[src/rtl/cpuy_pkg.sv]
// Shared CPU types for the ALU writeback slice.
//   wb_state_t     : writeback FSM state (IDLE, WR_L, WR_H)
//   REG_ADDR_W_DEF : default register-file address width
//   flags_t        : architectural carry/zero/sign flags
package cpuy_pkg;

  localparam int REG_ADDR_W_DEF = 3;

  typedef enum logic [1:0] {
    IDLE = 2'd0,
    WR_L = 2'd1,
    WR_H = 2'd2
  } wb_state_t;

  typedef struct packed {
    logic carry;
    logic zero;
    logic sign;
  } flags_t;

endpackage

[src/rtl/alu_writeback_if.sv]
// ALU -> writeback result channel.
//   Handshake: a result transfers on a rising clk edge where in_valid and
//   in_ready are both 1. The producer holds in_valid and all payload
//   (wide, dst, update_flags, result_l, result_h, carry, zero, sign)
//   stable until that edge; the consumer may drop in_ready at any time.
//   master : ALU side (drives valid + payload, observes in_ready)
//   slave  : writeback side (observes valid + payload, drives in_ready)
interface alu_writeback_if
  import cpuy_pkg::*;
#(
  parameter int REG_ADDR_W = REG_ADDR_W_DEF
);

  logic                  in_valid;
  logic                  in_ready;
  logic                  wide;
  logic [REG_ADDR_W-1:0] dst;
  logic                  update_flags;
  logic [7:0]            result_l;
  logic [7:0]            result_h;
  logic                  carry;
  logic                  zero;
  logic                  sign;

  modport master (
    output in_valid, wide, dst, update_flags, result_l, result_h,
           carry, zero, sign,
    input  in_ready
  );

  modport slave (
    input  in_valid, wide, dst, update_flags, result_l, result_h,
           carry, zero, sign,
    output in_ready
  );

endinterface

[src/rtl/alu_flags_reg.sv]
// Architectural flag register with load enable.
//   clk, rst      : clock, asynchronous active-low reset (clears flags)
//   load          : capture d on the rising edge
//   d             : incoming carry/zero/sign
//   cpu_carry     : stored carry, fed back to the ALU
//   flag_zero     : stored zero
//   flag_sign     : stored sign
module alu_flags_reg
  import cpuy_pkg::*;
(
  input  logic   clk,
  input  logic   rst,
  input  logic   load,
  input  flags_t d,
  output logic   cpu_carry,
  output logic   flag_zero,
  output logic   flag_sign
);

  flags_t flags_q;

  always_ff @(posedge clk or negedge rst) begin
    if (!rst) begin
      flags_q <= '0;
    end else if (load) begin
      flags_q <= d;
    end
  end

  assign cpu_carry = flags_q.carry;
  assign flag_zero = flags_q.zero;
  assign flag_sign = flags_q.sign;

endmodule

[src/rtl/alu_writeback.sv]
// Result/flag writeback stage behind the ALU. Accepts one result per
// handshake and writes the low byte (and, for wide results, the high byte
// to dst+1) through a single stallable 8-bit register-file write port.
//   clk, rst    : clock, asynchronous active-low reset
//   alu         : result channel (slave side), see alu_writeback_if
//   rf_we       : register-file write request (high in WR_L/WR_H)
//   rf_waddr    : write address, holds last value when rf_we=0
//   rf_wdata    : write data, holds last value when rf_we=0
//   rf_busy     : write port denied this cycle, request is held
//   cpu_carry   : flag-register carry, wired back to the ALU
//   flag_zero   : flag-register zero
//   flag_sign   : flag-register sign
//   done        : registered pulse in the first IDLE cycle after the
//                 final byte of a result was written
//   state_dbg   : current FSM state
module alu_writeback
  import cpuy_pkg::*;
#(
  parameter int REG_ADDR_W = REG_ADDR_W_DEF
)(
  input  logic                  clk,
  input  logic                  rst,
  alu_writeback_if.slave        alu,
  output logic                  rf_we,
  output logic [REG_ADDR_W-1:0] rf_waddr,
  output logic [7:0]            rf_wdata,
  input  logic                  rf_busy,
  output logic                  cpu_carry,
  output logic                  flag_zero,
  output logic                  flag_sign,
  output logic                  done,
  output wb_state_t             state_dbg
);

  wb_state_t             state_q;
  wb_state_t             state_d;
  logic                  accept;
  logic                  go_high;
  logic                  done_d;

  logic [7:0]            result_h_q;
  logic [REG_ADDR_W-1:0] dst_q;
  logic                  wide_q;
  logic [REG_ADDR_W-1:0] dst_inc;

  localparam logic [REG_ADDR_W-1:0] ADDR_ONE = {{(REG_ADDR_W-1){1'b0}}, 1'b1};

  // Natural truncation gives the modulo-2^REG_ADDR_W wrap for the high byte.
  assign dst_inc = dst_q + ADDR_ONE;

  // Gate with rst so the producer never sees ready while reset is held.
  assign alu.in_ready = (state_q == IDLE) && rst;
  assign rf_we        = (state_q != IDLE);
  assign state_dbg    = state_q;

  always_comb begin
    state_d = state_q;
    accept  = 1'b0;
    go_high = 1'b0;
    done_d  = 1'b0;
    unique case (state_q)
      IDLE: begin
        if (alu.in_valid) begin
          accept  = 1'b1;
          state_d = WR_L;
        end
      end
      WR_L: begin
        if (!rf_busy) begin
          if (wide_q) begin
            go_high = 1'b1;
            state_d = WR_H;
          end else begin
            done_d  = 1'b1;
            state_d = IDLE;
          end
        end
      end
      WR_H: begin
        if (!rf_busy) begin
          done_d  = 1'b1;
          state_d = IDLE;
        end
      end
      default: state_d = IDLE;
    endcase
  end

  always_ff @(posedge clk or negedge rst) begin
    if (!rst) begin
      state_q <= IDLE;
      done    <= 1'b0;
    end else begin
      state_q <= state_d;
      done    <= done_d;
    end
  end

  // rf_waddr/rf_wdata double as the low-byte latch: they are loaded on
  // accept and only change again when the FSM moves on to the high byte.
  always_ff @(posedge clk or negedge rst) begin
    if (!rst) begin
      rf_waddr   <= '0;
      rf_wdata   <= '0;
      result_h_q <= '0;
      dst_q      <= '0;
      wide_q     <= 1'b0;
    end else if (accept) begin
      rf_waddr   <= alu.dst;
      rf_wdata   <= alu.result_l;
      result_h_q <= alu.result_h;
      dst_q      <= alu.dst;
      wide_q     <= alu.wide;
    end else if (go_high) begin
      rf_waddr   <= dst_inc;
      rf_wdata   <= result_h_q;
    end
  end

  alu_flags_reg u_flags (
    .clk       (clk),
    .rst       (rst),
    .load      (accept && alu.update_flags),
    .d         ('{carry: alu.carry, zero: alu.zero, sign: alu.sign}),
    .cpu_carry (cpu_carry),
    .flag_zero (flag_zero),
    .flag_sign (flag_sign)
  );

endmodule

[src/flat_wrapper.sv]
// flat-port wrapper written by rule: the top's interface ports become plain ports
module alu_writeback_flat import cpuy_pkg::*;
#(
  parameter int REG_ADDR_W = REG_ADDR_W_DEF
)
  (clk, rst, rf_we, rf_waddr, rf_wdata, rf_busy, cpu_carry, flag_zero, flag_sign, done, state_dbg, alu_in_valid, alu_wide, alu_dst, alu_update_flags, alu_result_l, alu_result_h, alu_carry, alu_zero, alu_sign, alu_in_ready);
  alu_writeback_if #(.REG_ADDR_W(REG_ADDR_W)) alu_i ();
  input  logic clk;
  input  logic rst;
  output logic rf_we;
  output logic [REG_ADDR_W-1:0] rf_waddr;
  output logic [7:0] rf_wdata;
  input  logic rf_busy;
  output logic cpu_carry;
  output logic flag_zero;
  output logic flag_sign;
  output logic done;
  output wb_state_t state_dbg;
  input wire logic [$bits(alu_i.in_valid)-1:0] alu_in_valid;
  input wire logic [$bits(alu_i.wide)-1:0] alu_wide;
  input wire logic [$bits(alu_i.dst)-1:0] alu_dst;
  input wire logic [$bits(alu_i.update_flags)-1:0] alu_update_flags;
  input wire logic [$bits(alu_i.result_l)-1:0] alu_result_l;
  input wire logic [$bits(alu_i.result_h)-1:0] alu_result_h;
  input wire logic [$bits(alu_i.carry)-1:0] alu_carry;
  input wire logic [$bits(alu_i.zero)-1:0] alu_zero;
  input wire logic [$bits(alu_i.sign)-1:0] alu_sign;
  output wire logic [$bits(alu_i.in_ready)-1:0] alu_in_ready;
  assign alu_i.in_valid = alu_in_valid;
  assign alu_i.wide = alu_wide;
  assign alu_i.dst = alu_dst;
  assign alu_i.update_flags = alu_update_flags;
  assign alu_i.result_l = alu_result_l;
  assign alu_i.result_h = alu_result_h;
  assign alu_i.carry = alu_carry;
  assign alu_i.zero = alu_zero;
  assign alu_i.sign = alu_sign;
  assign alu_in_ready = alu_i.in_ready;
  alu_writeback #(.REG_ADDR_W(REG_ADDR_W)) u_core (.clk(clk), .rst(rst), .alu(alu_i), .rf_we(rf_we), .rf_waddr(rf_waddr), .rf_wdata(rf_wdata), .rf_busy(rf_busy), .cpu_carry(cpu_carry), .flag_zero(flag_zero), .flag_sign(flag_sign), .done(done), .state_dbg(state_dbg));
endmodule
[config.mk]
export PLATFORM = sky130hd
export DESIGN_NAME = alu_writeback_flat
export DESIGN_NICKNAME = d
export VERILOG_FILES = /design/src/rtl/cpuy_pkg.sv /design/src/rtl/alu_writeback_if.sv /design/src/rtl/alu_flags_reg.sv /design/src/rtl/alu_writeback.sv /design/src/flat_wrapper.sv
export SDC_FILE = /design/constraint.sdc
export NUM_CORES = 1
export LEC_CHECK = 0
export BUFFER_PORTS_ARGS = -buffer_cell sky130_fd_sc_hd__buf_2
export CORE_MARGIN = 4
export CORE_UTILIZATION = 50
export DETAILED_ROUTE_END_ITERATION = 10
export PLACE_DENSITY = 0.8
export SLEW_MARGIN = 0
export SYNTH_ARGS = -nofsm -noshare
export SYNTH_HDL_FRONTEND = slang
export SYNTH_SLANG_ARGS = --single-unit
[constraint.sdc]
create_clock -name clk -period 4.11 [get_ports clk]
set_clock_uncertainty 0.05 [all_clocks]
set_input_delay 0.2055 -clock clk [delete_from_list [all_inputs] [get_ports clk]]
set_output_delay 0.2055 -clock clk [all_outputs]
set_load 0.05 [all_outputs]
# Yosys cells after proc, flatten, opt, wreduce, memory -nomap -nowiden
# Index checks and enable logic that the tools add are counted.
[word_totals]
register_bits = 29
word_cells = 40
inputBits = 28
output_inout_bits = 19
[op_classes]
n_eq_ne = 5
n_reduce_logical = 6
n_mux = 18
add_sub_neg = 1
[op_table]
columns = ["cell", "n"]
rows = [
  ["$mux 8", 2],
  ["$mux 1", 8],
  ["$mux 2", 4],
  ["$mux 3", 2],
  ["$ne 2x2->1 const B", 3],
  ["$pmux 2 s3", 1],
  ["$reduce_bool 2->1", 2],
  ["$add 3x1->3 const B", 1],
  ["$reduce_and 3->1", 1],
  ["$eq 2x1->1 const B", 1],
  ["$eq 2x2->1 const B", 1],
  ["$logic_and 1x1->1", 2],
  ["$logic_not 2->1", 1],
  ["$pmux 1 s2", 1],
]

# Logic depth before layout (Yosys ltp)
# Gate-level depths: netlist (run 1).
[depth]
depth_word = 5
ltp_mapped = 7
depth_no_buf = 5

# Modules after synthesis
# From an unflattened synthesis (run 1), not the netlist that was laid out.
[hier_totals]
cells_unflattened = 105
area_unflattened_um2 = 1337.5
[modules_own_cells]
columns = ["module", "area_each_um2", "seq_area_each_um2", "n_inst", "cells_each"]
rows = [
  ["alu_writeback", 1228.7, 650.6, 1, 99],
  ["alu_flags_reg", 108.9, 75.1, 1, 6],
]

# Worst setup path before layout (run 1)
# OpenSTA, ideal clock, no wires.
[synth_path]
path_type = "reg-to-reg"
from = "reg u_core.state_q[0] (netlist: u_core.state_dbg[0])"
to = "reg u_core.state_q[0] (netlist: u_core.state_dbg[0])"
path_buffers = 0
required_ps = 3935
path_slack_ps = 2057
arrival_ps = 1878
setup_time_ps = 125
path_stages_with_launch = 6
synth_period_minus_slack_ps = 2053
cell_sequence = "dfrtp_1 > inv_1 > ha_1 > inv_1 > o21ai_1 > mux2_2"
[synth_between]
elab_chain_len = 3
elab_cells_between_ends = 8
classes_between = "5 x eq/ne; 1 x mux; 2 x reduce/logical"
[synth_rtl]
columns = ["item", "line", "text"]
rows = [
  ["start: declaration", "alu_writeback.sv:35", "wb_state_t state_q;"],
  ["start signal: assignment", "alu_writeback.sv:94", "state_q <= state_d;"],
  ["$eq 2x2->1 (tied with other cells)", "alu_writeback.sv:61", "unique case (state_q)"],
  ["$ne 2x2->1 (no source line)", "-", ""],
  ["$reduce_and 3->1 (no source line)", "-", ""],
]
# Parallel ways exist; a longest one is shown, timed or not.
# A chain may end at the register's enable or synchronous reset.

# Worst setup path after layout (run 1)
[layout_path]
from = "reg u_core.state_q[0] (netlist: u_core.state_dbg[0])"
to = "reg u_core.rf_waddr[0]"
[layout_between]
elab_chain_len = 3
elab_cells_between_ends = 6
classes_between = "1 x eq/ne; 3 x mux; 2 x reduce/logical"
[layout_rtl]
columns = ["item", "line", "text"]
rows = [
  ["$eq 2x1->1 or $logic_not 2->1 (tied branches)", "alu_writeback.sv:61", ""],
  ["$mux 1", "alu_writeback.sv:61", ""],
  ["$reduce_bool 2->1 (no source line) or $mux 3 (tied branches)", "-", ""],
  ["end signal: assignment", "alu_writeback.sv:109", "rf_waddr <= alu.dst;"],
  ["end signal: assignment", "alu_writeback.sv:115", "rf_waddr <= dst_inc;"],
  ["end: declaration", "alu_writeback.sv:25", "output logic [REG_ADDR_W-1:0] rf_waddr,"],
]
# Parallel ways exist; a longest one is shown, timed or not.

==> run summary, run 1 <==
outcome - complete, no violations
first-pass GRT wire length - 4.871 mm
worst hold slack - 0.02087 ns
WHS Endpoint - u_core.done
FMAX - 479.1 MHz
Max Used Layer - met4
Worst R2R End - u_core.rf_waddr[0]
Cell Rows - 18
clk_lat worst skew - 0.32 ns
wire per inst - 14.11 um
xor and xnor area share after synthesis - 0.6452%
hold buffer count at cts - 1
drt via density - 4.957
Seq/Total Area, Yosys - 53.46%
commonest non-fill, non-tap cells in the layout - buf_2 (46), nand2_1 (34), dfrtp_1 (29), o21ai_0 (13), mux2i_1 (11)
# nets final - 211
sum of negative setup slack - 0 ns
Die X - 60.11 um
worst setup margin - 2.023 ns
gr usage total - 18.54%
DRT Pass-1 Iters - 4
M1 WL - 1.202 mm
core area - 0.002522 mm^2
largest family of logic cells by synthesized area - simple AND/OR/NAND/NOR gates
Hold Path Origin - rf_busy
Reg2Reg Depth - 6
#FFs+latches synth - 29
antenna violations before repair - 0
antenna cells - 0
H-tree lvl count - 2
share of layout cells above drive strength 1 - 33.33%
# IOs - 47
Setup Fix Bufs, Post-CTS - 0
compound-cell area share of the yosys netlist - 6.083%
Post-route DRC - 0
# port buffers - 46
placed cell areas - 0.001587 mm^2
placer congestion estimate - 0.7286
DRT Wirelength - 2.920 mm
CTS tree - yes
synthesized cell area - 0.001358 mm^2
crit start category - flop
Post-Synth Adder-Cell Area - 5.530%
largest net degree at the start of global routing - 31
CP Data Arrival Time - 2.24 ns
worst reg2reg setup slack - 2.02 ns
post-synthesis mux area share - 13.36%
critical path type - flop to flop
Hold Vio Cnt, Final - 0
Mapped Nets - 163
initial detailed-routing violation count - 20
hold path cells - 2
Clock Sinks - 29
crit share post-route - 50.78%
Syn-to-layout area delta - 21.66%
Filler cells - 210
Mapped Avg Cell Area - 10.52 um^2
most common cell after layout, fill and taps aside - buf_2
met3 WL - 179 um
number of global-route vias before repair - 1114
worst r2r src - u_core.state_dbg[0]
min Tclk post-route - 2.087 ns
Critical Path Source - u_core.state_dbg[0]
Synth Area in Simple Gates - 16.41%
multi-input logic area - 570.5 um^2
cell type with the highest aggregate area in the netlist - dfrtp_1
Final Max Slew Viols - 0
Die H - 60.11 um
final instance area - 0.001652 mm^2
worst-path fanout max - 29
PwrDens - 859.5 mW/mm^2
Seq. cell area - 725.7 um^2
WL met2 - 1.498 mm
worst slew pin tran - 0.6618 ns
die area - 0.003613 mm^2
HP Class - input port to flop
top post-synthesis cells by area - dfrtp_1 (53%), nand2_1 (9.4%), mux2i_1 (8.1%)
Leak - 0.9342 nW
Routed Antenna Nets - 0
CTS clk-pin slew, worst paths - 0.09 ns
global route overflow - 0
slew margin rel. - 55.88%
Initial Util - 53.82%
Via Count - 1026
Worst setup EP type - flop
Synth top area share - 53.46%
Max Buffers Root-to-Sink - 2
number of synthesis warnings - 0
clk root buf - clkbuf_4
post-cts resize count - 0
dpl ws - 2.064 ns
Gate Count Post-Synth - 129
CP required - 4.27 ns
Worst VDD drop - 0.6018 mV
Inserted Clock Buffers - 5
max_cap viols - 0
dpl hpwl - 2.143 mm
# setup viols final - 0
synth unique cells - 20
RSZ-0062 raised after global routing - no
==> sequential cells by signal (all words and copies together) (netlist names) <==
register	cells
u_core.u_flags.cpu_carry	1
u_core.wide_q	1
u_core.rf_wdata	8
u_core.u_flags.flag_zero	1
u_core.u_flags.flag_sign	1
u_core.state_dbg	2
u_core.rf_waddr	3
u_core.dst_q	3
u_core.result_h_q	8
u_core.done	1
==> routing by layer <==
metal  vias to the layer above  GRT usage, %
li1                        525             -
met1                       470         20.60
met2                        25         32.25
met3                         6         5.616
met4                         0         8.228
met5                         -             0
==> cells in the mapped netlist <==
| cell type | number |
|---|---|
| nand2_1 | 34 |
| dfrtp_1 | 29 |
| o21ai_0 | 13 |
| mux2i_1 | 11 |
| nand3_1 | 10 |
| ha_1 | 6 |
| buf_2 | 4 |
| inv_1 | 4 |
| mux2_4 | 4 |
| and2_1 | 3 |
| buf_4 | 2 |
| a21oi_1 | 1 |
| buf_6 | 1 |
| mux2_2 | 1 |
| nand2_4 | 1 |
| nand3b_1 | 1 |
| nor3b_1 | 1 |
| o211ai_1 | 1 |
| o21ai_1 | 1 |
| xor2_1 | 1 |
==> worst max-delay path by stage <==
stage / to / cells past startpoint
finish: u_core.rf_waddr[0] / 6
global route: u_core.rf_waddr[0] / 5
CTS: u_core.rf_waddr[0] / 6
detailed placement: u_core.rf_waddr[0] / 6
global placement: u_core.rf_waddr[0] / 6
floorplan: u_core.state_dbg[0] / 5
==> power breakdown <==
group | switching [mW] | internal, mW
clock network | 0.0927 | 0.0806
registers | 0.0761 | 0.417
logic | 0.528 | 0.224
==> critical path, cell delays in order (launching register included) <==
cell and delay [ns]:
dfrtp_1 0.42, inv_1 0.11, ha_1 0.27, nand2_1 0.08, buf_4 0.31, and2_1 0.40
mux2_4 0.34
==> layout make-up <==
class / count / share of cell area (%)
multi-input combinational: 89 / 34.55
sequential: 29 / 43.94
inverter: 4 / 0.9091
clock buffer: 7 / 3.333
timing repair buffer: 48 / 15.00
tap: 30 / 2.273
==> logic make-up (layout without fill, tap and decap cells) <==
logic type	after synthesis	count (layout)
fa+ha+maj	6	6
compound gates	16	16
mux	16	16
xor+xnor	1	1
simple gates	50	50
flops	29	29
buf+inv	11	59
==> through the flow <==
step                      util, %  power [mW]  std cells
after global routing        65.48       1.518        207
after CTS                   65.48       1.433        207
after global placement      62.90       1.226        199
final                       65.48       1.419        207
after detailed placement    62.90       1.255        199
after floorplan                 -       1.090        129
(Power assumes the default switching activity.)
==> run 2, diff against run 1 <==
--- a/config.mk
+++ b/config.mk
@@ -7,9 +7,9 @@
 export LEC_CHECK = 0
 export BUFFER_PORTS_ARGS = -buffer_cell sky130_fd_sc_hd__buf_2
 export CORE_MARGIN = 4
-export CORE_UTILIZATION = 50
+export CORE_UTILIZATION = 44
 export DETAILED_ROUTE_END_ITERATION = 10
-export PLACE_DENSITY = 0.8
+export PLACE_DENSITY = 0.74
 export SLEW_MARGIN = 0
 export SYNTH_ARGS = -nofsm -noshare
 export SYNTH_HDL_FRONTEND = slang
==> constraint.sdc (replaced) <==
create_clock -name clk -period 1.89 [get_ports clk]
set_clock_uncertainty 0.05 [all_clocks]
set_input_delay 0.0945 -clock clk [delete_from_list [all_inputs] [get_ports clk]]
set_output_delay 0.0945 -clock clk [all_outputs]
set_load 0.05 [all_outputs]
==> run summary, run 2 (synthesized netlist as in run 1, its figures left out) <==
outcome - complete, no violations
Die X - 63.55 um
crit share post-route - 90.24%
gr usage total - 17.64%
Initial Util - 47.59%
Final Max Slew Viols - 0
# IOs - 47
PwrDens - 1726 mW/mm^2
slew margin rel. - 75.23%
placer congestion estimate - 0.7689
Hold Vio Cnt, Final - 0
DRT Wirelength - 3.323 mm
critical path type - flop to flop
crit start category - flop
die area - 0.004038 mm^2
Syn-to-layout area delta - 36.68%
CP Data Arrival Time - 1.87 ns
number of global-route vias before repair - 1185
CP top delay family - flip-flops
Critical Path Max Stage Delay - 0.45 ns
Leak - 1.011 nW
antenna cells - 0
RSZ-0062 raised after global routing - no
sum of negative setup slack - 0 ns
Via Count - 1172
clk root buf - clkbuf_4
Die H - 63.55 um
CP bufs+invs - 1
H-tree lvl count - 2
Worst setup EP type - flop
Clock Sinks - 29
antenna violations before repair - 0
Inserted Clock Buffers - 5
max_cap viols - 0
placed cell areas - 0.001630 mm^2
# nets final - 231
Setup Fix Bufs, Post-CTS - 0
FMAX - 586.3 MHz
worst slew pin tran - 0.3715 ns
Worst VDD drop - 1.059 mV
CP required - 2.06 ns
global route overflow - 0
Critical-path top delay cell - dfrtp_2
initial detailed-routing violation count - 50
CTS clk-pin slew, worst paths - 0.09 ns
HP Class - input port to flop
most common cell after layout, fill and taps aside - buf_2
# setup viols final - 0
worst-path fanout max - 7
min Tclk post-route - 1.706 ns
top flop regs - u_core.result_h_q x8, u_core.rf_wdata x8
M1 WL - 1.366 mm
wire per inst - 14.57 um
DRT Pass-1 Iters - 4
Max Buffers Root-to-Sink - 2
CTS tree - yes
largest net degree at the start of global routing - 30
drt via density - 5.140
Post-route DRC - 0
Max Used Layer - met4
WL met2 - 1.691 mm
# port buffers - 46
commonest non-fill, non-tap cells in the layout - buf_2 (46), nand2_1 (34), dfrtp_1 (27), dlygate4sd3_1 (17), o21ai_0 (13)
clk_lat worst skew - 0.33 ns
core area - 0.002853 mm^2
first-pass GRT wire length - 5.451 mm
critical-path cell list - inv_2 -> ha_2 -> and2_1 -> nand2_4 -> mux2_4
share of layout cells above drive strength 1 - 35.53%
met3 WL - 168 um
dpl hpwl - 2.322 mm
final instance area - 0.001856 mm^2
Cell Rows - 19
Routed Antenna Nets - 0
[run 2: cell types whose count changed in the layout (fill, tap and decap cells not counted), sizes merged]
cell | before | now
buf | 47 | 51
dlygate4sd3 | 1 | 17
inv | 4 | 3
clkinvlp | 0 | 1
[run 2: layer usage]
layer  vias up  global-route usage, %
li1        566                      -
met2        34                  29.60
met4         0                  10.51
met1       559                  19.41
met3        13                  5.506
met5         -                      0
[run 2: worst paths after layout]
check	slack (ns)	endpoint	start	cells after the start
max	0.18	u_core.u_flags.cpu_carry	u_core.state_dbg[0]	5
max in group asynchronous	1.24	u_core.state_dbg[0]	rst	3
max reg2reg	0.18	u_core.u_flags.cpu_carry	u_core.state_dbg[0]	5
min	0.01	u_core.rf_wdata[5]	alu_result_l[5]	3
min reg2reg	0.43	u_core.result_h_q[3]	u_core.result_h_q[3]	2
min in group asynchronous	0.26	u_core.done	rst	3
[run 2: timing repair]
| action | CTS | global route |
|---|---|---|
| hold endpoints to repair | 46 | 0 |
| resized for setup | 0 | 0 |
| hold buffers | 17 | 0 |
[run 2: cell type report]
class	instances	area [um^2]
tap	31	38.79
clock buffer	7	55.05
multi-input combinational	89	576.8
inverter	4	18.77
fill	233	997.2
sequential	29	728.2
timing repair buffer	68	437.9
[run 2: tightest hold or removal path: cells and delay by family]
kind / cells / cell delay, ns
buffers and inverters: 1 / 0.07
multiplexers: 1 / 0.05
AO/OA/AOI/OAI: 1 / 0.13
[run 2: per-stage QoR]
step | hold slack, ns | power [mW] | setup slack (ns) | utilization [%] | instances
6_report | 0.01060 | 3.203 | 0.1845 | 65.04 | 228
3_5_place_dp | 0.09567 | 2.794 | 0.2019 | 57.15 | 204
4_1_cts | 0.005013 | 3.211 | 0.1819 | 65.04 | 228
3_3_place_gp | 0.08384 | 2.723 | 0.2785 | 57.15 | 204
2_1_floorplan | -0.2511 | 2.397 | 0.01623 | - | 129
5_1_grt | 0.04197 | 3.397 | 0.09349 | 65.04 | 228
[run 2: where the power goes]
group / leakage, nW / internal, mW / total, mW / switching (mW)
Clock: 0.0314 / 0.175 / 0.387 / 0.212
Sequential: 0.358 / 0.911 / 1.09 / 0.177
Combinational: 0.622 / 0.547 / 1.73 / 1.18
Total: 1.01 / 1.63 / 3.20 / 1.57
==> run 3, diff against run 2 <==
--- a/config.mk
+++ b/config.mk
@@ -7,10 +7,12 @@
 export LEC_CHECK = 0
 export BUFFER_PORTS_ARGS = -buffer_cell sky130_fd_sc_hd__buf_2
 export CORE_MARGIN = 4
-export CORE_UTILIZATION = 44
+export CORE_UTILIZATION = 50
 export DETAILED_ROUTE_END_ITERATION = 10
-export PLACE_DENSITY = 0.74
+export PLACE_DENSITY = 0.8
+export REMOVE_ABC_BUFFERS = 1
 export SLEW_MARGIN = 0
 export SYNTH_ARGS = -nofsm -noshare
 export SYNTH_HDL_FRONTEND = slang
+export SYNTH_HIERARCHICAL = 1
 export SYNTH_SLANG_ARGS = --single-unit
==> constraint.sdc (replaced) <==
create_clock -name clk -period 2.03 [get_ports clk]
set_clock_uncertainty 0.05 [all_clocks]
set_input_delay 0.1015 -clock clk [delete_from_list [all_inputs] [get_ports clk]]
set_output_delay 0.1015 -clock clk [all_outputs]
set_load 0.05 [all_outputs]
==> run summary, run 3 <==
sum of negative setup slack - 0 ns
Seq. cell area - 725.7 um^2
cell repeated most along the worst path - mux2_4
synthesized cell area - 0.001338 mm^2
Initial Util - 53.03%
final instance area - 0.001864 mm^2
Setup Fix Bufs, Post-CTS - 0
Gate Count Post-Synth - 105
most common cell after layout, fill and taps aside - buf_2
clk_lat worst skew - 0.31 ns
Worst R2R End - u_core/rf_waddr[2]
Tot Pwr - 3.195 mW
ys flop type - dfrtp_1
Syn-to-layout area delta - 39.38%
Reg2Reg Depth - 5
Critical Path Max Stage Delay - 0.40 ns
DRT Pass-1 Iters - 4
# setup viols final - 0
core area - 0.002522 mm^2
share of layout cells above drive strength 1 - 43.18%
min Tclk post-route - 1.753 ns
Via Count - 1056
#FFs+latches synth - 29
CP Data Arrival Time - 1.92 ns
worst reg2reg setup slack - 0.28 ns
number of flops mapped to enable cells by yosys - 0
combinational share of power - 52.9%
synth unique cells - 19
count leader, synth - dfrtp_1
Net Sw Frac - 45.33%
met3 GRT Util - 7.343%
critical-path cell list - inv_1 -> ha_1 -> nand3b_1 -> mux2_4 -> mux2_4
Routed Antenna Nets - 0
crit share post-route - 86.35%
Worst setup EP type - flop
top flop regs - u_core/result_h_q x8, u_core/rf_wdata x8
Max Buffers Root-to-Sink - 2
crit start category - flop
top post-synthesis cells by area - dfrtp_1 (54%), mux2_2 (13%), mux2i_1 (8.2%)
HP Class - input port to flop
Post-route DRC - 0
cell type with the highest aggregate area in the netlist - dfrtp_1
worst-path fanout max - 7
multi-input logic area - 566.8 um^2
Pint - 1.746 mW
Hold Vio Cnt, Final - 0
first-pass GRT wire length - 4.947 mm
WHS Endpoint - u_core/rf_wdata[6]
gr usage total - 19.14%
global route overflow - 0
CTS clk-pin slew, worst paths - 0.09 ns
# placed instances - 181
drt via density - 5.126
sequential power share - 31.9%
# nets final - 209
dpl hpwl - 2.089 mm
Critical-path top delay cell - dfrtp_1
antenna cells - 0
Cell Rows - 18
RSZ-0062 raised after global routing - no
die area - 0.003566 mm^2
critical path type - flop to flop
Clock Sinks - 29
Hold Path Origin - alu_result_l[6]
H-tree lvl count - 2
Worst VDD drop - 1.500 mV
asr flop ratio synth - 100.0%
Most Used Layer, Global Route - met2
CP required - 2.20 ns
placer congestion estimate - 0.6771
Psw - 1.448 mW
met2 usage - 31.94%
Clock Power Share - 15.2%
fin cells - 206
Seq/Total Area, Yosys - 54.26%
CTS tree - yes
Inserted Clock Buffers - 5
worst r2r src - u_core/state_dbg[1]
placed cell areas - 0.001609 mm^2
clk root buf - clkbuf_4
slew margin rel. - 68.94%
outcome - complete, no violations
DRT Wirelength - 2.944 mm
Final Util - 73.91%
number of global-route vias before repair - 1097
Final Max Slew Viols - 0
Post-synth top cells - dfrtp_1 (29), mux2_2 (16), mux2i_1 (11), o21ai_0 (11), nand3_1 (9)
met1 global-route usage - 21.81%
Filler cells - 187
# IOs - 47
Leak - 0.9734 nW
Die H - 59.72 um
FMAX - 570.5 MHz
max_cap viols - 0
largest net degree at the start of global routing - 30
worst slew pin tran - 0.4647 ns
PwrDens - 1714 mW/mm^2
number of synthesis warnings - 6
Synth top area share - 54.26%
commonest non-fill, non-tap cells in the layout - buf_2 (46), dfrtp_1 (29), dlygate4sd3_1 (17), mux2_2 (16)
Mapped Avg Cell Area - 12.74 um^2
antenna violations before repair - 0
# port buffers - 46
initial detailed-routing violation count - 21
Die X - 59.72 um
hold path cells - 3
wire per inst - 14.29 um
-- run 3: cell count changes after synthesis, moves of 2 or more --
cell / delta
nand2_1: -31
o21ai_0: -2
mux2_4: -2
mux2_2: +15
and2_1: -2
buf_4: -2
-- run 3: through the flow --
step / hold slack (ns) / setup slack (ns)
5_1_grt: 0.01683 / 0.1543
3_5_place_dp: 0.08738 / 0.2867
6_report: 0.01846 / 0.2770
2_1_floorplan: -0.2441 / -0.1655
4_1_cts: 0.007217 / 0.2710
3_3_place_gp: 0.08040 / 0.3441
-- run 3: routing by layer --
metal / vias up / part of all wire [%]
met1: 510 / 39
met2: 27 / 54
met4: 0 / 1.9
li1: 511 / -
met5: - / 0
met3: 8 / 5.2
-- run 3: critical path, delay by kind of cell, from the launching register on --
kind | cells | cell delay (ns)
mux | 2 | 0.62
flops | 1 | 0.40
simple gates | 1 | 0.24
fa+ha+maj | 1 | 0.21
buf+inv | 1 | 0.15
-- run 3: what timing repair did --
item,in CTS,in global routing
hold buffers,17,0
resized for setup,0,0
hold endpoints to repair,46,0
-- run 3: cell families (layout without fill, tap and decap cells) --
kind of cell,after synthesis,count (layout),share of synthesized area [%]
xor gates and xnor gates,1,1,0.6549
and+or+nand+nor,17,17,6.830
AOI/OAI and AO/OA,14,14,5.332
adders and majority gates,6,6,5.613
DFF,29,29,54.26
muxes,29,29,23.95
buffers and inverters,9,80,3.367
-- run 3: area by class of cell --
class	instances	area share, %
clock inverters	1	1.611
multi-input cells	67	30.40
flip-flops and latches	29	38.93
well taps	30	2.013
inverters	5	1.007
clock buffers	7	2.953
repair buffers	67	23.09
-- run 3: how the worst max path moves through the flow --
stage | startpoint | end | slack (ns) | depth (start not counted)
3_5_place_dp | u_core/state_dbg[1] | u_core/rf_waddr[2] | 0.29 | 5
5_1_grt | u_core/state_dbg[1] | u_core/rf_waddr[2] | 0.15 | 5
3_3_place_gp | u_core/state_dbg[1] | u_core/rf_waddr[2] | 0.34 | 5
6_report | u_core/state_dbg[1] | u_core/rf_waddr[2] | 0.28 | 5
2_1_floorplan | u_core/state_dbg[0] | u_core/rf_waddr[0] | -0.17 | 5
4_1_cts | u_core/state_dbg[1] | u_core/rf_waddr[2] | 0.27 | 5
-- run 3: power by group through the flow --
stage	clock network [mW]	logic [mW]	registers [mW]
global placement	0	1.61	1.02
detailed placement	0	1.66	1.03
finish	0.486	1.69	1.02
floorplan	0	0.711	1.56
global route	0.531	1.80	1.06
CTS	0.498	1.69	1.02
